`config.mk`:
```
export PLATFORM = sky130hd
export DESIGN_NAME = samp_drain
export DESIGN_NICKNAME = d
export VERILOG_FILES = /design/src/rtl/samp_drain_pkg.sv /design/src/rtl/samp_pace_cnt.sv /design/src/rtl/samp_drain.sv
export SDC_FILE = /design/constraint.sdc
export NUM_CORES = 1
export LEC_CHECK = 0
export BUFFER_PORTS_ARGS = -buffer_cell sky130_fd_sc_hd__clkbuf_2
export CORE_AREA = 8 8 86 88
export CTS_CLUSTER_SIZE = 28
export DETAILED_ROUTE_END_ITERATION = 8
export DIE_AREA = 0 0 94 96
export HOLD_SLACK_MARGIN = 0.06
export PLACE_DENSITY = 0.79
export SKIP_LAST_GASP = 1
export SLEW_MARGIN = 40
export SYNTH_ARGS = -nofsm -noshare
export SYNTH_HDL_FRONTEND = slang
export SYNTH_HIERARCHICAL = 1
export SYNTH_SLANG_ARGS = --single-unit
export TNS_END_PERCENT = 20
```
`constraint.sdc`:
```
create_clock -name Clk -period 3.9 [get_ports Clk]
set_clock_uncertainty 0.2 [all_clocks]
set_input_delay 0.195 -clock Clk [delete_from_list [all_inputs] [get_ports Clk]]
set_output_delay 0.195 -clock Clk [all_outputs]
set_load 0.02 [all_outputs]
```
`src/rtl/samp_drain_pkg.sv`:
```
// Shared sample package: I/Q sample struct and the read-side drain FSM states.
package samp_drain_pkg;

  localparam int unsigned SAMP_W = 24;

  typedef struct packed {
    logic [SAMP_W-1:0] I;
    logic [SAMP_W-1:0] Q;
  } Samp;

  typedef enum logic [1:0] {
    S_IDLE,
    S_HOLD,
    S_STARVE
  } drain_state_e;

endpackage

```
`src/rtl/samp_pace_cnt.sv`:
```
// Output pacing counter: reloads to PACE_DIV-1, counts down to zero and holds
// there, and is forced to zero while the drain is idle.
module samp_pace_cnt #(
  parameter int unsigned PACE_DIV = 1
) (
  input  logic Clk,
  input  logic Reset,
  input  logic reload,
  input  logic count_en,
  output logic zero
);

  localparam logic [15:0] RELOAD_VAL = 16'(PACE_DIV - 1);

  logic [15:0] pcnt;

  // Reload has priority; otherwise count down while active, clear while idle.
  always_ff @(posedge Clk or posedge Reset) begin
    if (Reset) begin
      pcnt <= '0;
    end else if (reload) begin
      pcnt <= RELOAD_VAL;
    end else if (!count_en) begin
      pcnt <= '0;
    end else if (pcnt != '0) begin
      pcnt <= pcnt - 16'd1;
    end
  end

  assign zero = (pcnt == '0);

endmodule

```
`src/rtl/samp_drain.sv`:
```
// Read-side controller for the I/Q sample FIFO.
// Optional feature macro: SAMP_DRAIN_UNDERRUN_CNT_EN (saturating underrun counter).
module samp_drain
  import samp_drain_pkg::*;
#(
  parameter int unsigned PACE_DIV = 1,
  parameter int unsigned UCNT_W   = 16
) (
  input  logic              Clk,
  input  logic              Reset,
  input  Samp               fifo_samp,
  input  logic              fifo_empty,
  output logic              fifo_PullOut,
  input  logic              StopIn,
  output logic              PushOut,
  output logic [SAMP_W-1:0] SampIOut,
  output logic [SAMP_W-1:0] SampQOut,
  output logic              Underrun,
  output logic [UCNT_W-1:0] UnderrunCnt
);

  drain_state_e state;
  drain_state_e state_nxt;
  Samp          out_reg;
  logic         pcnt_zero;
  logic         xfer;
  logic         load;

  samp_pace_cnt #(
    .PACE_DIV (PACE_DIV)
  ) u_pace (
    .Clk      (Clk),
    .Reset    (Reset),
    .reload   (xfer | Underrun),
    .count_en (state != S_IDLE),
    .zero     (pcnt_zero)
  );

  // State register.
  always_ff @(posedge Clk or posedge Reset) begin
    if (Reset) begin
      state <= S_IDLE;
    end else begin
      state <= state_nxt;
    end
  end

  // Next-state logic.
  always_comb begin
    state_nxt = state;
    unique case (state)
      S_IDLE:   if (load) state_nxt = S_HOLD;
      S_HOLD:   if (xfer && !load) state_nxt = S_STARVE;
      S_STARVE: if (load) state_nxt = S_HOLD;
      default:  state_nxt = S_IDLE;
    endcase
  end

  // Handshake, pop and underrun decode; the pop is guarded by fifo_empty.
  always_comb begin
    PushOut      = (state == S_HOLD) && pcnt_zero;
    xfer         = PushOut && !StopIn;
    load         = !fifo_empty && ((state != S_HOLD) || xfer);
    fifo_PullOut = load;
    Underrun     = (state == S_STARVE) && pcnt_zero;
  end

  // Output sample register, captured at the same edge the FIFO pops.
  always_ff @(posedge Clk or posedge Reset) begin
    if (Reset) begin
      out_reg <= '0;
    end else if (load) begin
      out_reg <= fifo_samp;
    end
  end

  assign SampIOut = out_reg.I;
  assign SampQOut = out_reg.Q;

`ifdef SAMP_DRAIN_UNDERRUN_CNT_EN
  logic [UCNT_W-1:0] ucnt;

  // Saturating missed-slot counter, cleared only by reset.
  always_ff @(posedge Clk or posedge Reset) begin
    if (Reset) begin
      ucnt <= '0;
    end else if (Underrun && (ucnt != '1)) begin
      ucnt <= ucnt + UCNT_W'(1);
    end
  end

  assign UnderrunCnt = ucnt;
`else
  assign UnderrunCnt = '0;
`endif

endmodule

```
Word level (Yosys, flattened, before mapping)
Cells that the tools add are included.
W data, S select, Z words.

storage, ports and cells
  RAM bits = 0
  memories kept = 0
  output and inout port bits = 67
  logic and storage cells = 33
  input port bits = 52
  bits in read-only memories = 0
  latch bits = 0
  flip-flop bits (word level) = 66

cells by class
  bitwise gates (word level) = 1
  shift-type cells = 0
  eq/ne operators = 6
  $add $sub $neg = 1
  multiplexer cells = 6
  divide/modulo/power cells = 0
  multipliers = 0
  magnitude comparators = 0
  reductions and logical operators = 15

operators with widths
  kind                     count
  $mux W16                 3
  $logic_not A16 Y1        1
  $reduce_bool A16 Y1      1
  $sub A16 B1 Y16 const B  1
  $logic_and A1 B1 Y1      5
  $mux W2                  2
  $ne A2 B1 Y1 const B     2
  $pmux W2 S2              1
  $logic_not A1 Y1         3
  $ne A3 B2 Y1 const B     1
  $eq A2 B1 Y1 const B     1
  $eq A2 B2 Y1 const B     1
  $logic_not A2 Y1         1
  $ne A2 B2 Y1 const B     1
  $reduce_and A2 Y1        1
  $reduce_bool A2 Y1       1
  $reduce_or A2 Y1         1
  $logic_or A1 B1 Y1       1
  $or A1 B1 Y1             1

Longest topological paths before layout
  depth after elaboration = 9
  mapped depth = 11
  depth with buffers taken out = 10

By module
The synthesis kept the hierarchy.

modules (own cells, without submodules)
  module         times used  area an instance (um^2)  seq. area each (um^2)  cells each
  samp_drain     1           2,108.3                  1,251.2                135
  samp_pace_cnt  1           937.1                    400.4                  100

Least setup slack after synthesis
No wires, ideal clock.

  path type = flip-flop to flip-flop
  start = register u_pace.pcnt[0]
  end = register out_reg (netlist bit SampQOut[1])
  required time = 3.575 ns
  period minus slack after synthesis = 2.532 ns
  buffers on the path = 2
  cell stages (with the launch flop) = 11
  data arrival time = 2.207 ns
  library setup time = 0.125 ns
  setup slack = 1.368 ns
  cells stage by stage = dfrtp_1 -> inv_1 -> ha_1 -> nor3b_4 -> nand4_1 -> inv_1 -> nand2b_4 -> a31oi_4 -> buf_6 -> buf_12 -> mux2_4

between the ends
  longest elaborated chain between the ends = 5

ends and longest elaborated chain
  item                      RTL line             text
  start: declaration        samp_pace_cnt.sv:15  logic [15:0] pcnt;
  start signal: assignment  samp_pace_cnt.sv:26  pcnt <= pcnt - 16'd1;
  $logic_not A16 Y1         samp_pace_cnt.sv:30  assign zero = (pcnt == '0);
  via pcnt_zero             samp_drain.sv:25     logic pcnt_zero;
  $logic_and A1 B1 Y1       samp_drain.sv:61     PushOut = (state == S_HOLD) && pcnt_zero;
  $logic_and A1 B1 Y1       samp_drain.sv:62     xfer = PushOut && !StopIn;
  $logic_or A1 B1 Y1        samp_drain.sv:63     load = !fifo_empty && ((state != S_HOLD) || xfer);
  $logic_and A1 B1 Y1       samp_drain.sv:63
  via fifo_PullOut          samp_drain.sv:13     output logic fifo_PullOut,
  end signal: assignment    samp_drain.sv:73     out_reg <= fifo_samp;
  end: declaration          samp_drain.sv:24     Samp out_reg;

The timed path passes the listed nets, and every way through them passes these cells.
A chain may end at the register's enable or synchronous reset.

Final worst setup path
  start = register u_pace.pcnt[0]
  end = output fifo_PullOut

between the ends
  longest elaborated chain between the ends = 5

ends and longest elaborated chain
  item                 RTL line
  $logic_not A16 Y1    samp_pace_cnt.sv:30
  via pcnt_zero        samp_drain.sv:25
  $logic_and A1 B1 Y1  samp_drain.sv:61
  $logic_and A1 B1 Y1  samp_drain.sv:62
  $logic_or A1 B1 Y1   samp_drain.sv:63
  $logic_and A1 B1 Y1  samp_drain.sv:63
  end: declaration     samp_drain.sv:13

The timed path passes the listed nets, and every way through them passes these cells.

==> results.md <==
STA:
- The worst max-slew margin expressed relative to the limit is 54.3%.
- Based on the critical path, the design can be clocked at up to 288 MHz.
- The number of pins exceeding their max-slew limit in the final report is 0.
- Setup total negative slack on the finished layout was measured at 0 ps.
- Across all setup checks in the final design, the least slack found is 423 ps.
- In the finished design, the share of the clock period the worst path needs comes to 89.1%.
- The routed design could run at a clock period as short as 3480 ps.
- At the pin with the least slew margin, the transition time is 684 ps.
- Setup violations remaining at the end of the flow were counted as 0.
- The total count of hold-check failures in the final report is 0.
- Setup repair after global routing left no endpoint under its margin.

GRT:
- Entering global routing, the biggest net connects 51 pins.
- The wire length of the first global-routing pass is 13.4 mm.
- The met2 usage in global routing is 34.1%.
- met2 is the most crowded layer.
- The met3 track demand over resource in global routing is 6.40%.
- The all-layer global routing usage is 19.4%.
- The initial antenna violation count is 0.
- The number of global-route vias before repair came to 2489.
- For met1 alone, demand over resource in global routing was 21.7%.
- The overall overflow remaining after global route is 0.

Synthesis:
- Summing the areas of all xor and xnor instances in the mapped netlist gives 0.863% of the synthesized area.
- By count the netlist is led by dfrtp_1, mux2_2, buf_4, nor2_1, nand2_1.
- Synthesis inferred 66 register bits.
- The share of the synthesized area in compound gates (AO/OA/AOI/OAI) is 5.51%.
- The primary flip-flop cell chosen by synthesis mapping is dfrtp_1.
- By area, the combinational part of the netlist is dominated by multiplexers.
- The share of synthesized cell area in and, or, nand and nor gates is 12.0%.
- The number of enable-type register cells in the synthesized netlist is 0.
- The top-area cell type share of the netlist area is 54.2%.
- Synthesis produced 235 cells.
- The cell taking the most area after synthesis is dfrtp_1.
- The number of different library cells in the post-synthesis netlist is 46.
- The fraction of the yosys area taken by sequential cells is 54.2%.
- Of the total synthesized cell area, the portion taken by full adders, half adders and majority gates is 0.411%.
- Sorting the synthesized cells by area gives the leading types as dfrtp_1, mux2_2, buf_4.
- Dividing the synthesized area by the synthesized cell count gives 13.0 um2.
- The share of async-settable or async-resettable flops after synthesis is 100%.
- The mapped netlist covers 3050 um2.
- After synthesis, the share of cell area in mux cells is 19.8%.
- Yosys instantiated no cell more often than dfrtp_1.
- Yosys printed 6 warnings.

Critical path:
- The critical path contains buffers and inverters numbering 4 combined.
- The largest individual stage delay along the critical path comes from the cell inv_1.
- STA puts the critical path data arrival time at 3080 ps.
- Data on the critical path is required at its endpoint by 3500 ps.
- The class of the most critical setup path is register to output pin.
- The signal on the critical path passes through inv_1, ha_1, nor3b_4, nand4_1, inv_1, nand2b_4, a31oi_4, buf_12, clkbuf_2.
- The worst setup path is launched from a register.
- The critical path endpoint category is an output pin.
- The cell family with the largest share of critical-path delay is buffers and inverters.
- The delay of the slowest cell on the worst path is 420 ps.
- Counting stages on the worst path, the most repeated cell is inv_1.
- The maximum fanout encountered on the critical timing path is 49.

Flow run:
- The count of maximum capacitance violations is 0.

Place:
- The quantity of I/O buffers inserted on ports is 102.
- Timing analysis after detailed placement gives a worst setup slack of 738 ps.
- Routability-driven placement finished with a final weighted congestion of 0.866.
- The HPWL after detailed placement is 5.24 mm.

Drt:
- The detail-routed net length per standard cell is 18.8 um.
- The detailed router finished its first iteration with 111 violations.
- Using the TritonRoute via totals, the vias-per-cell ratio works out to 5.03.
- The number of remaining DRC errors is 0.
- Summed over all layers, the routed wires come to 8.93 mm.
- The final route contains 2382 vias.
- The count of TritonRoute iterations in the first routing pass is 4.
- The final antenna-violating net count is 0.

Power and ir drop:
- Dividing total power by cell area gives a power density of 463 nW/um2.
- The largest vdd supply drop is 0.310 mV.
- The analysis attributes to cell leakage a power of 2.11 nW.

Run status:
- The run finished with clean final reports.

Clock tree:
- The number of buffers between clock root and the deepest sink is 2.
- The tree is rooted in a clkbuf_8.
- The H-tree depth is 3.
- The number of clock sinks is 66.
- The number of clock buffers inserted by TritonCTS is 9.
- The later pin in the worst-skew pair is clocked with a latency of 340 ps.
- TritonCTS built the clock tree.
- Clock-pin slew was measured on the worst setup and hold paths at 70 ps.

Min path:
- The worst hold path belongs to the class input pin to register.

Cells and area:
- At the end of the flow, the number of nets in the layout was 443.
- Relative to the synthesized area, the layout overhead comes to 41.0%.
- The multi-input gate area in the final layout is 1240 um2.
- Of the cells placed in the final design, the portion with a size suffix greater than 1 is 45.1%.
- The layout has 364 filler cells.
- The register cell area after layout is 1650 um2.

Floorplan:
- Once the floorplan was initialized, standard cells occupied 50.0% of the core.
- From bottom edge to top edge, the die measures 96 um.
- The die covers 9020 um2.
- The area of the core is 6100 um2.
- The die is 94 um wide.
- The floorplan row count is 29.
- 119 I/O pins were placed.
sequential cells by signal, indices dropped and copies added, names as in the netlist:
register	flops
SampQOut	24
u_pace/pcnt	16
state	2
SampIOut	24
power breakdown:
part	leakage, nW	switching, mW	internal (mW)
clock	0.117	0.272	0.427
combinational	1.19	0.269	0.200
sequential	0.808	0.0542	0.767
cells in the final DEF (no fill, tap or decap), drive strengths merged, types with 2 or more instances in the layout:
| cell type | count |
|---|---|
| diode | 2 |
| o21a | 3 |
| mux2i | 3 |
| o31ai | 2 |
| nor4 | 6 |
| xor2 | 2 |
| inv | 7 |
| dlygate4sd3 | 50 |
| a211oi | 2 |
| bufinv | 3 |
| mux2 | 48 |
| nand3 | 4 |
| nand2 | 10 |
| nand4 | 3 |
| nand2b | 7 |
| or3 | 2 |
| and3 | 2 |
| clkbuf | 112 |
| nor2 | 15 |
| a21oi | 5 |
| o21ai | 2 |
| dfrtp | 66 |
| or2 | 3 |
| conb | 16 |
| clkinv | 2 |
| and2 | 2 |
through the flow:
step / std cells / total power [mW] / hold slack, ps / cell area, um2 / utilization (%)
2_1_floorplan: 250 / 1.10 / -91.3 / 3100 / -
3_3_place_gp: 406 / 1.23 / 95.5 / 3540 / 58.1
3_5_place_dp: 406 / 1.24 / 111 / 3540 / 58.1
4_1_cts: 472 / 1.98 / 62.6 / 4290 / 70.3
5_1_grt: 472 / 2.06 / 108 / 4290 / 70.3
6_report: 474 / 1.99 / 76.4 / 4290 / 70.4
worst register-to-register path: stages, from the launching register on:
cell and delay, ps:
dfrtp_1 410, inv_1 110, ha_1 210, nor3b_4 340
nand4_1 410, inv_1 420, nand2b_4 100, a31oi_4 210
buf_12 290, mux2_2 430
final timing paths:
check / slack [ps] / endpoint / cells past startpoint / start
max in group asynchronous: 2760 / SampIOut[1] / 3 / Reset
setup reg to reg: 670 / SampIOut[13] / 9 / u_pace/pcnt[0]
hold / removal: 80 / state[0] / 4 / StopIn
hold reg to reg: 310 / SampQOut[18] / 1 / SampQOut[18]
min in group asynchronous: 310 / SampQOut[10] / 3 / Reset
setup / recovery: 420 / fifo_PullOut / 9 / u_pace/pcnt[0]
routing by layer:
| metal | vias up | wire (um) |
|---|---|---|
| met4 | 0 | 105 |
| li1 | 1103 | - |
| met3 | 10 | 632 |
| met1 | 1168 | 3600 |
| met2 | 101 | 4590 |
| met5 | - | 0 |
cells by family (layout without fill, tap and decap cells):
kind of cell,count (synthesis),in the layout
compound gates,21,21
xor+xnor,3,3
fa+ha+maj,1,1
buf+inv,31,176
flops,66,66
mux,51,51
other cells,1,18
simple gates,61,61
repair_timing:
action                    CTS  global route
gates resized for setup     0             0
buffers inserted            0             0
hold buffers               50             0
hold endpoints to repair  116             0
cell type report:
class | count | share of cell area, %
antenna | 2 | 0.117
clock buffer | 10 | 2.97
clock inverter | 6 | 2.68
inverter | 7 | 0.670
multi-input combinational | 153 | 28.8
sequential | 66 | 38.5
tap | 77 | 2.24
timing repair buffer | 153 | 24.0
Note: power is estimated with default switching activity, not from simulation.
